`config.mk`:
```
export PLATFORM = sky130hd
export DESIGN_NAME = hilo_div_ctrl
export DESIGN_NICKNAME = d
export VERILOG_FILES = /design/src/rtl/hilo_div_ctrl.sv
export SDC_FILE = /design/constraint.sdc
export NUM_CORES = 1
export LEC_CHECK = 0
export CAP_MARGIN = 20
export CORE_MARGIN = 2
export CORE_UTILIZATION = 44
export CTS_CLUSTER_DIAMETER = 30
export DETAILED_ROUTE_END_ITERATION = 6
export PLACE_DENSITY = 0.93
export SETUP_SLACK_MARGIN = 0.4
export SLEW_MARGIN = 10
export SYNTH_ARGS = -nofsm -noshare
export SYNTH_HDL_FRONTEND = slang
export SYNTH_SLANG_ARGS = --single-unit
```
`constraint.sdc`:
```
create_clock -name clk_i -period 3.5 [get_ports clk_i]
set_clock_uncertainty 0.05 [all_clocks]
set_input_delay 0.35 -clock clk_i [delete_from_list [all_inputs] [get_ports clk_i]]
set_output_delay 0.35 -clock clk_i [all_outputs]
set_load 0.01 [all_outputs]
```
`src/rtl/hilo_div_ctrl.sv`:
```
// HI/LO register owner for the EX stage: sequences the iterative divider and takes MULT/MTHI/MTLO writes.
// Optional HILO_FWD_EN: hi_out_o/lo_out_o forward the value being written this cycle.
//
// state | meaning
// IDLE  | no divide outstanding; single-cycle HI/LO writes accepted
// BUSY  | divide running, EX stalled, waiting for result_ok / flush / watchdog
// DONE  | divide committed; EX released for one cycle so the DIV retires
module hilo_div_ctrl #(
    parameter int DIV_CYCLES = 32
) (
    input  logic        clk_i,
    input  logic        sclr_i,
    input  logic        flush_i,
    input  logic        ex_valid_i,
    input  logic [7:0]  alucontrol_i,
    input  logic [31:0] rs_data_i,
    input  logic [63:0] mul_result_i,
    input  logic        div_result_ok_i,
    input  logic [63:0] div_result_i,
    output logic        div_start_o,
    output logic        div_cancel_o,
    output logic        stall_ex_o,
    output logic [31:0] hi_out_o,
    output logic [31:0] lo_out_o
);

    localparam logic [7:0] EXE_MTHI_OP  = 8'b00010001;
    localparam logic [7:0] EXE_MTLO_OP  = 8'b00010011;
    localparam logic [7:0] EXE_MULT_OP  = 8'b00011000;
    localparam logic [7:0] EXE_MULTU_OP = 8'b00011001;
    localparam logic [7:0] EXE_DIV_OP   = 8'b00011010;
    localparam logic [7:0] EXE_DIVU_OP  = 8'b00011011;

    localparam int CNT_W = $clog2(DIV_CYCLES + 3);
    // Last permitted BUSY cycle: the (DIV_CYCLES+2)-th one.
    localparam logic [CNT_W-1:0] WDOG_LAST = CNT_W'(DIV_CYCLES + 1);

    typedef enum logic [1:0] {S_IDLE, S_BUSY, S_DONE} state_t;

    state_t            state_q, state_d;
    logic [CNT_W-1:0]  cnt_q, cnt_d;
    logic [31:0]       hi_q, hi_d, lo_q, lo_d;

    logic is_div, is_mult, is_mthi, is_mtlo, div_req, timeout;

    assign is_div  = (alucontrol_i == EXE_DIV_OP)  || (alucontrol_i == EXE_DIVU_OP);
    assign is_mult = (alucontrol_i == EXE_MULT_OP) || (alucontrol_i == EXE_MULTU_OP);
    assign is_mthi = (alucontrol_i == EXE_MTHI_OP);
    assign is_mtlo = (alucontrol_i == EXE_MTLO_OP);
    assign div_req = ex_valid_i && is_div && !flush_i;
    assign timeout = (state_q == S_BUSY) && (cnt_q == WDOG_LAST);

    always_ff @(posedge clk_i) begin
        if (sclr_i) begin
            state_q <= S_IDLE;
            cnt_q   <= '0;
        end else begin
            state_q <= state_d;
            cnt_q   <= cnt_d;
        end
    end

    always_comb begin
        state_d = state_q;
        cnt_d   = '0;
        case (state_q)
            S_IDLE: if (div_req) state_d = S_BUSY;
            S_BUSY: begin
                cnt_d = cnt_q + 1'b1;
                if (flush_i)              state_d = S_IDLE;
                else if (div_result_ok_i) state_d = S_DONE;
                else if (timeout)         state_d = S_IDLE;
            end
            S_DONE:  state_d = S_IDLE;
            default: state_d = S_IDLE;
        endcase
    end

    // Divider shares sclr, so no cancel is issued while resetting.
    always_comb begin
        div_start_o  = 1'b0;
        div_cancel_o = 1'b0;
        stall_ex_o   = 1'b0;
        case (state_q)
            S_IDLE: begin
                div_start_o = div_req && !sclr_i;
                stall_ex_o  = div_req && !sclr_i;
            end
            S_BUSY: begin
                stall_ex_o   = !sclr_i;
                div_cancel_o = !sclr_i && (flush_i || (timeout && !div_result_ok_i));
            end
            default: ;
        endcase
    end

    always_comb begin
        hi_d = hi_q;
        lo_d = lo_q;
        if (!sclr_i) begin
            if (state_q == S_BUSY) begin
                if (div_result_ok_i && !flush_i) {hi_d, lo_d} = div_result_i;
            end else if (state_q == S_IDLE && ex_valid_i && !flush_i && !stall_ex_o) begin
                if (is_mult)      {hi_d, lo_d} = mul_result_i;
                else if (is_mthi) hi_d = rs_data_i;
                else if (is_mtlo) lo_d = rs_data_i;
            end
        end
    end

    always_ff @(posedge clk_i) begin
        if (sclr_i) begin
            hi_q <= '0;
            lo_q <= '0;
        end else begin
            hi_q <= hi_d;
            lo_q <= lo_d;
        end
    end

`ifdef HILO_FWD_EN
    assign hi_out_o = hi_d;
    assign lo_out_o = lo_d;
`else
    assign hi_out_o = hi_q;
    assign lo_out_o = lo_q;
`endif

endmodule

```
# Yosys cells after proc, flatten, opt, wreduce, memory -nomap -nowiden
# Index checks and enable logic that the tools add are counted.
[totals] reg_bits=72 latchBits=0 ram_bits=0 mem_bits_ro=0 inputBits=173 output_inout_bits=67 elab_cells=62 memories=0
[classes] n_addsub=1 n_mul=0 div_mod_pow=0 order_cmp=0 n_eq_ne=12 shifts=0 mux=19 n_bitwise=1 n_reduce_logical=25
[ops] operator="32-bit 2-to-1 mux" n=11
[ops] operator="8-bit by 5-bit == test with 1-bit output (second input constant)" n=6
[ops] operator="1-bit logical AND" n=10
[ops] operator="2-bit 2-to-1 mux" n=4
[ops] operator="6-bit by 1-bit adder with 6-bit output (second input constant)" n=1
[ops] operator="6-bit == test (second input constant)" n=1
[ops] operator="3-bit nonzero test" n=2
[ops] operator="1-bit logical NOT" n=4
[ops] operator="4-bit != test (second input constant)" n=1
[ops] operator="2-bit one-hot mux with 2 select lines" n=1
[ops] operator="4-bit AND reduction" n=1
[ops] operator="1-bit logical OR" n=3
[ops] operator="3-bit by 2-bit != test with 1-bit output (second input constant)" n=1
[ops] operator="3-bit AND reduction" n=1
[ops] operator="2-bit by 1-bit == test with 1-bit output (second input constant)" n=1
[ops] operator="2-bit logical NOT" n=1
[ops] operator="1-bit 2-to-1 mux" n=2
[ops] operator="2-bit by 1-bit != test with 1-bit output (second input constant)" n=1
[ops] operator="2-bit != test (second input constant)" n=1
[ops] operator="1-bit one-hot mux with 2 select lines" n=1
[ops] operator="2-bit AND reduction" n=1
[ops] operator="2-bit nonzero test" n=1
[ops] operator="2-bit OR reduction" n=1
[ops] operator="1-bit NOT" n=1

# Logic depth before layout (Yosys ltp)
[logic_depth] ltp_word=10 mapped_depth=7 ltp_nobuf=5

# Least setup slack after synthesis
# Ideal clock, no wire load.
[synth_path] kind="input -> register" start="input alucontrol_i[1]" end="register hi_q[0], in the netlist hi_out_o[0]" setup_ns=0.130 arrival_ns=1.794 t_required_ns=3.320 path_slack_ns=1.526 stages=7 n_path_buf=3 cell_sequence="or4b_1 clkbuf_1 or2_1 buf_4 buf_6 o311ai_1 mux2i_1"
[synth_via] elab_chain_len=10 word_cells_on_any_way=19 classes_between="eq/ne: 5; mux: 4; reduce/logical: 10"
[synth_lines] element="start, declared" line_no="15" rtl="input logic [7:0] alucontrol_i,"
[synth_lines] element="8-bit by 5-bit == test with 1-bit output" line_no="46" rtl="assign is_div = (alucontrol_i == EXE_DIV_OP) || (alucontrol_i == EXE_DIVU_OP);"
[synth_lines] element="1-bit logical OR" line_no="46"
[synth_lines] element="1-bit logical AND (2 in a row)" line_no="50" rtl="assign div_req = ex_valid_i && is_div && !flush_i;"
[synth_lines] element="1-bit logical AND" line_no="87" rtl="stall_ex_o = div_req && !sclr_i;"
[synth_lines] element="1-bit one-hot mux with 2 select lines" line_no="84" rtl="case (state_q)"
[synth_lines] element="1-bit logical NOT" line_no="103" rtl="end else if (state_q == S_IDLE && ex_valid_i && !flush_i && !stall_ex_o) begin"
[synth_lines] element="1-bit logical AND" line_no="103"
[synth_lines] element="2-bit nonzero test (no source line)"
[synth_lines] element="3-bit AND reduction (no source line)"
[synth_lines] element="end signal, assigned" line_no="116" rtl="hi_q <= hi_d;"
[synth_lines] element="end, declared" line_no="42" rtl="logic [31:0] hi_q, hi_d, lo_q, lo_d;"
# Several ways; a longest one is shown, not always the timed one. The select of a mux whose other input is x is not followed.
# A chain may end at the register's enable or synchronous reset.

# Worst setup path in the final report
[layout_path] start="input alucontrol_i[1]" end="output div_start_o"
[layout_via] elab_chain_len=6 word_cells_on_any_way=7 classes_between="eq/ne: 2; mux: 1; reduce/logical: 4"
[layout_lines] element="8-bit by 5-bit == test with 1-bit output" line_no="46"
[layout_lines] element="1-bit logical OR *" line_no="46"
[layout_lines] element="1-bit logical AND * (2 in a row)" line_no="50"
[layout_lines] element="1-bit logical AND *" line_no="86" rtl="div_start_o = div_req && !sclr_i;"
[layout_lines] element="1-bit 2-to-1 mux *" line_no="84"
[layout_lines] element="end, declared" line_no="20" rtl="output logic div_start_o,"
# Every way passes the cells marked *; elsewhere a longest branch is shown, timed or not.

==> results by group <==
Logic synthesis
  – Post-synthesis net count: 733
  – Synth Instances: 558
  – Top-count cell post-synth: inv_1
  – Synthesized flop and latch total: 72
  – Mapped cell area: 4620 um2
  – Yosys cell types: 39
  – Synth Area in Compound Gates: 27.4%
  – Synth Area in Adders: 0.542%
  – Multiplexer share of the synthesized area: 13.9%
  – Number of synthesized flops with an enable pin: 0
  – Syn Area/Cell: 8.28 um2
  – Sequential share of the synthesized area: 31.2%
  – Top cells by count, synth: inv_1, dfxtp_1, nand2b_1
  – Ys async rst share: 0%
  – Synth warn: 0
  – Top FF cell, synth: dfxtp_1
  – Simple-Gate Fraction of Synth Area: 12.6%
  – Synth area leaders: dfxtp_1, mux2i_1, o311ai_1
  – Post-Synth XOR/XNOR Area: 0.758%
  – Main combinational cell family by area after synthesis: compound AO/OA/AOI/OAI gates
  – Yosys top cell area share: 31.2%
  – Cell accounting for the most synthesized area: dfxtp_1

Worst setup path
  – Slowest cell on crit path: clkdlybuf4s50_1
  – Worst-path maximum fanout: 5
  – CP Data Arrival Time: 2.46 ns
  – Reg2Reg Depth: 5
  – Critical path startpoint: alucontrol_i[1]
  – Reg-to-Reg Start: state_q[0]$_SDFFE_PP0P_
  – Crit path cell chain: clkdlybuf4s50_1 -> nor4bb_1 -> nand4b_1 -> nor4_1 -> clkdlybuf4s50_1
  – CP startpoint kind: primary input
  – Critical Path Max Stage Delay: 0.62 ns
  – CP Capture Type: primary output
  – Kind of critical path: in2out
  – CP most frequent cell: clkdlybuf4s50_1
  – CP required: 3.10 ns

Flow run
  – Max-Cap Viols: 0

Floorplanning
  – Initial Utilization: 44.9%
  – Die X-Extent: 106 um
  – Die area: 11300 um2
  – Num ports: 240
  – # rows: 37
  – Core Footprint: 10300 um2
  – Die height: 106 um

Place
  – GPL Wtd Cong: 0.822
  – Port buffer count: 239
  – HPWL after DPL: 10900 um

Timing
  – Final hold viol count: 0
  – Max Fclk: 0.349 GHz
  – Relative slew slack: 49.6%
  – Fin crit share: 81.8%
  – Setup TNS: 0 ns
  – Least-Margin Pin Slew: 0.736 ns
  – Minimum clock period: 2.86 ns
  – Hold Slack: 0.427 ns
  – Slew Limit Fails: 0
  – Setup violators final: 0
  – RSZ-0062 raised after global routing: no

Pwr
  – Logic pwr share: 19.0%
  – Net Sw Power: 0.438 mW
  – Worst IR drop on VDD: 0.000202 V
  – Internal Pwr Total: 1.48 mW
  – Net Sw Frac: 22.9%
  – Seq pwr share: 42.9%
  – Clk network pwr share: 38.2%
  – Pwr/cell area: 265 nW/um2
  – Leakage: 3.17 nW

Clocking
  – Post-CTS Setup Bufs: 0
  – Hold_buf cts: 0
  – Worst-Skew Late Latency: 0.34 ns
  – CTS buffer count: 9
  – # resized after CTS: 0
  – Clock tree buffer depth: 2
  – TritonCTS clock tree: built
  – Root Buffer: clkbuf_8
  – H-tree depth: 3
  – CTS clk-pin slew, worst paths: 0.07 ns
  – Clk sinks: 72

Detailed routing
  – Via density: 5.50
  – Total iterations of the first detailed-routing run: 5
  – DRC viols: 0
  – Final ANT Viol Nets: 0
  – DR WL/cell: 16.9 um
  – Final wirelength: 15300 um
  – Via count: 4976
  – DRT iter0 DRCs: 278

GRT
  – Congestion Overflow GR: 0
  – Largest net degree at the start of global routing: 75
  – GRT Total Usage: 26.6%
  – Initial antenna violation count: 0
  – Vias in the first global route: 4968
  – First-pass GRT wire length: 24300 um

Finish
  – Fill cells: 766
  – Share of cells above drive strength 1: 4.82%
  – # diodes: 0
  – Layout area overhead: 56.6%
  – # nets final: 938

Hold path
  – Hold path cells: 2
  – Worst min-delay path startpoint: hi_out_o[3]$_SDFFE_PP0P_
  – Worst min path class: reg2reg

Run status
  – Status: completed
## worst max-delay path, delay by kind of cell
kind | cells | cell delay, ns
buf+inv | 2 | 1.14
simple gates | 3 | 0.97
## layer usage
metal  GRT usage, %  share of wire, %  vias to the layer above  wire length, um
met5              0                 0                        -                0
met4           9.09               2.1                        0              318
met3           6.13               7.8                       25             1190
met2           47.0                50                      225             7680
met1           31.5                40                     2338             6090
li1               -                 -                     2388                -
## path summary, 6_finish.rpt
| check | end | slack [ns] |
|---|---|---|
| worst max-delay path | div_start_o | 0.64 |
| worst min-delay path | hi_out_o[3]$_SDFFE_PP0P_ | 0.43 |
| worst max register to register | hi_out_o[29]$_SDFFE_PP0P_ | 1.28 |
| worst min register to register | hi_out_o[3]$_SDFFE_PP0P_ | 0.43 |
## power by group through the flow
stage | registers, mW | logic (mW) | clock network, mW
5_1_grt | 0.822 | 0.392 | 0.780
3_5_place_dp | 0.841 | 0.361 | 0
3_3_place_gp | 0.841 | 0.354 | 0
6_report | 0.822 | 0.364 | 0.731
4_1_cts | 0.822 | 0.364 | 0.743
2_1_floorplan | 0.842 | 0.129 | 0
## kinds of logic (layout without fill, tap and decap cells)
family          count (synthesis)  count (layout)
simple gates                   94              94
mux                            64              64
buf+inv                       152             362
flops                          72              72
compound gates                170             170
fa+ha+maj                       2               2
xor+xnor                        4               4
## cells in the final DEF, fill, tap and decap left out, types with 7 or more instances in the layout
master	Yosys	final
a21oi_1	65	65
buf_4	1	10
clkbuf_8	0	10
clkdlybuf4s50_1	0	238
dfxtp_1	72	72
inv_1	98	98
mux2i_1	64	64
nand2b_1	67	67
nor2_1	7	7
o211ai_1	32	32
o311ai_1	50	50
o311ai_2	10	10
## per-stage QoR
| stage | utilization (%) | power (mW) | cells | worst slack [ns] | cell area, um2 |
|---|---|---|---|---|---|
| 2_1_floorplan | - | 0.971 | 558 | 1.53 | 4620 |
| 3_3_place_gp | 68.3 | 1.19 | 888 | 0.693 | 7020 |
| 3_5_place_dp | 68.3 | 1.20 | 888 | 0.580 | 7020 |
| 4_1_cts | 70.4 | 1.93 | 904 | 0.673 | 7230 |
| 5_1_grt | 70.4 | 1.99 | 904 | 0.458 | 7230 |
| 6_report | 70.4 | 1.92 | 904 | 0.636 | 7230 |
## registers in the layout, indices dropped and copies added (netlist names)
| name | cells |
|---|---|
| hi_out_o | 32 |
| lo_out_o | 32 |
| cnt_q | 6 |
| state_q | 2 |
## cell type report
type	instances	area, um2	share of cell area [%]
clock buffers	13	149	2.06
well taps	136	170	2.35
flip-flops and latches	72	1440	19.9
multi-input cells	334	2580	35.7
repair buffers	248	2460	34.0
clock inverters	3	65.1	0.899
inverters	98	368	5.09
Power figures use the tool's default switching activity.
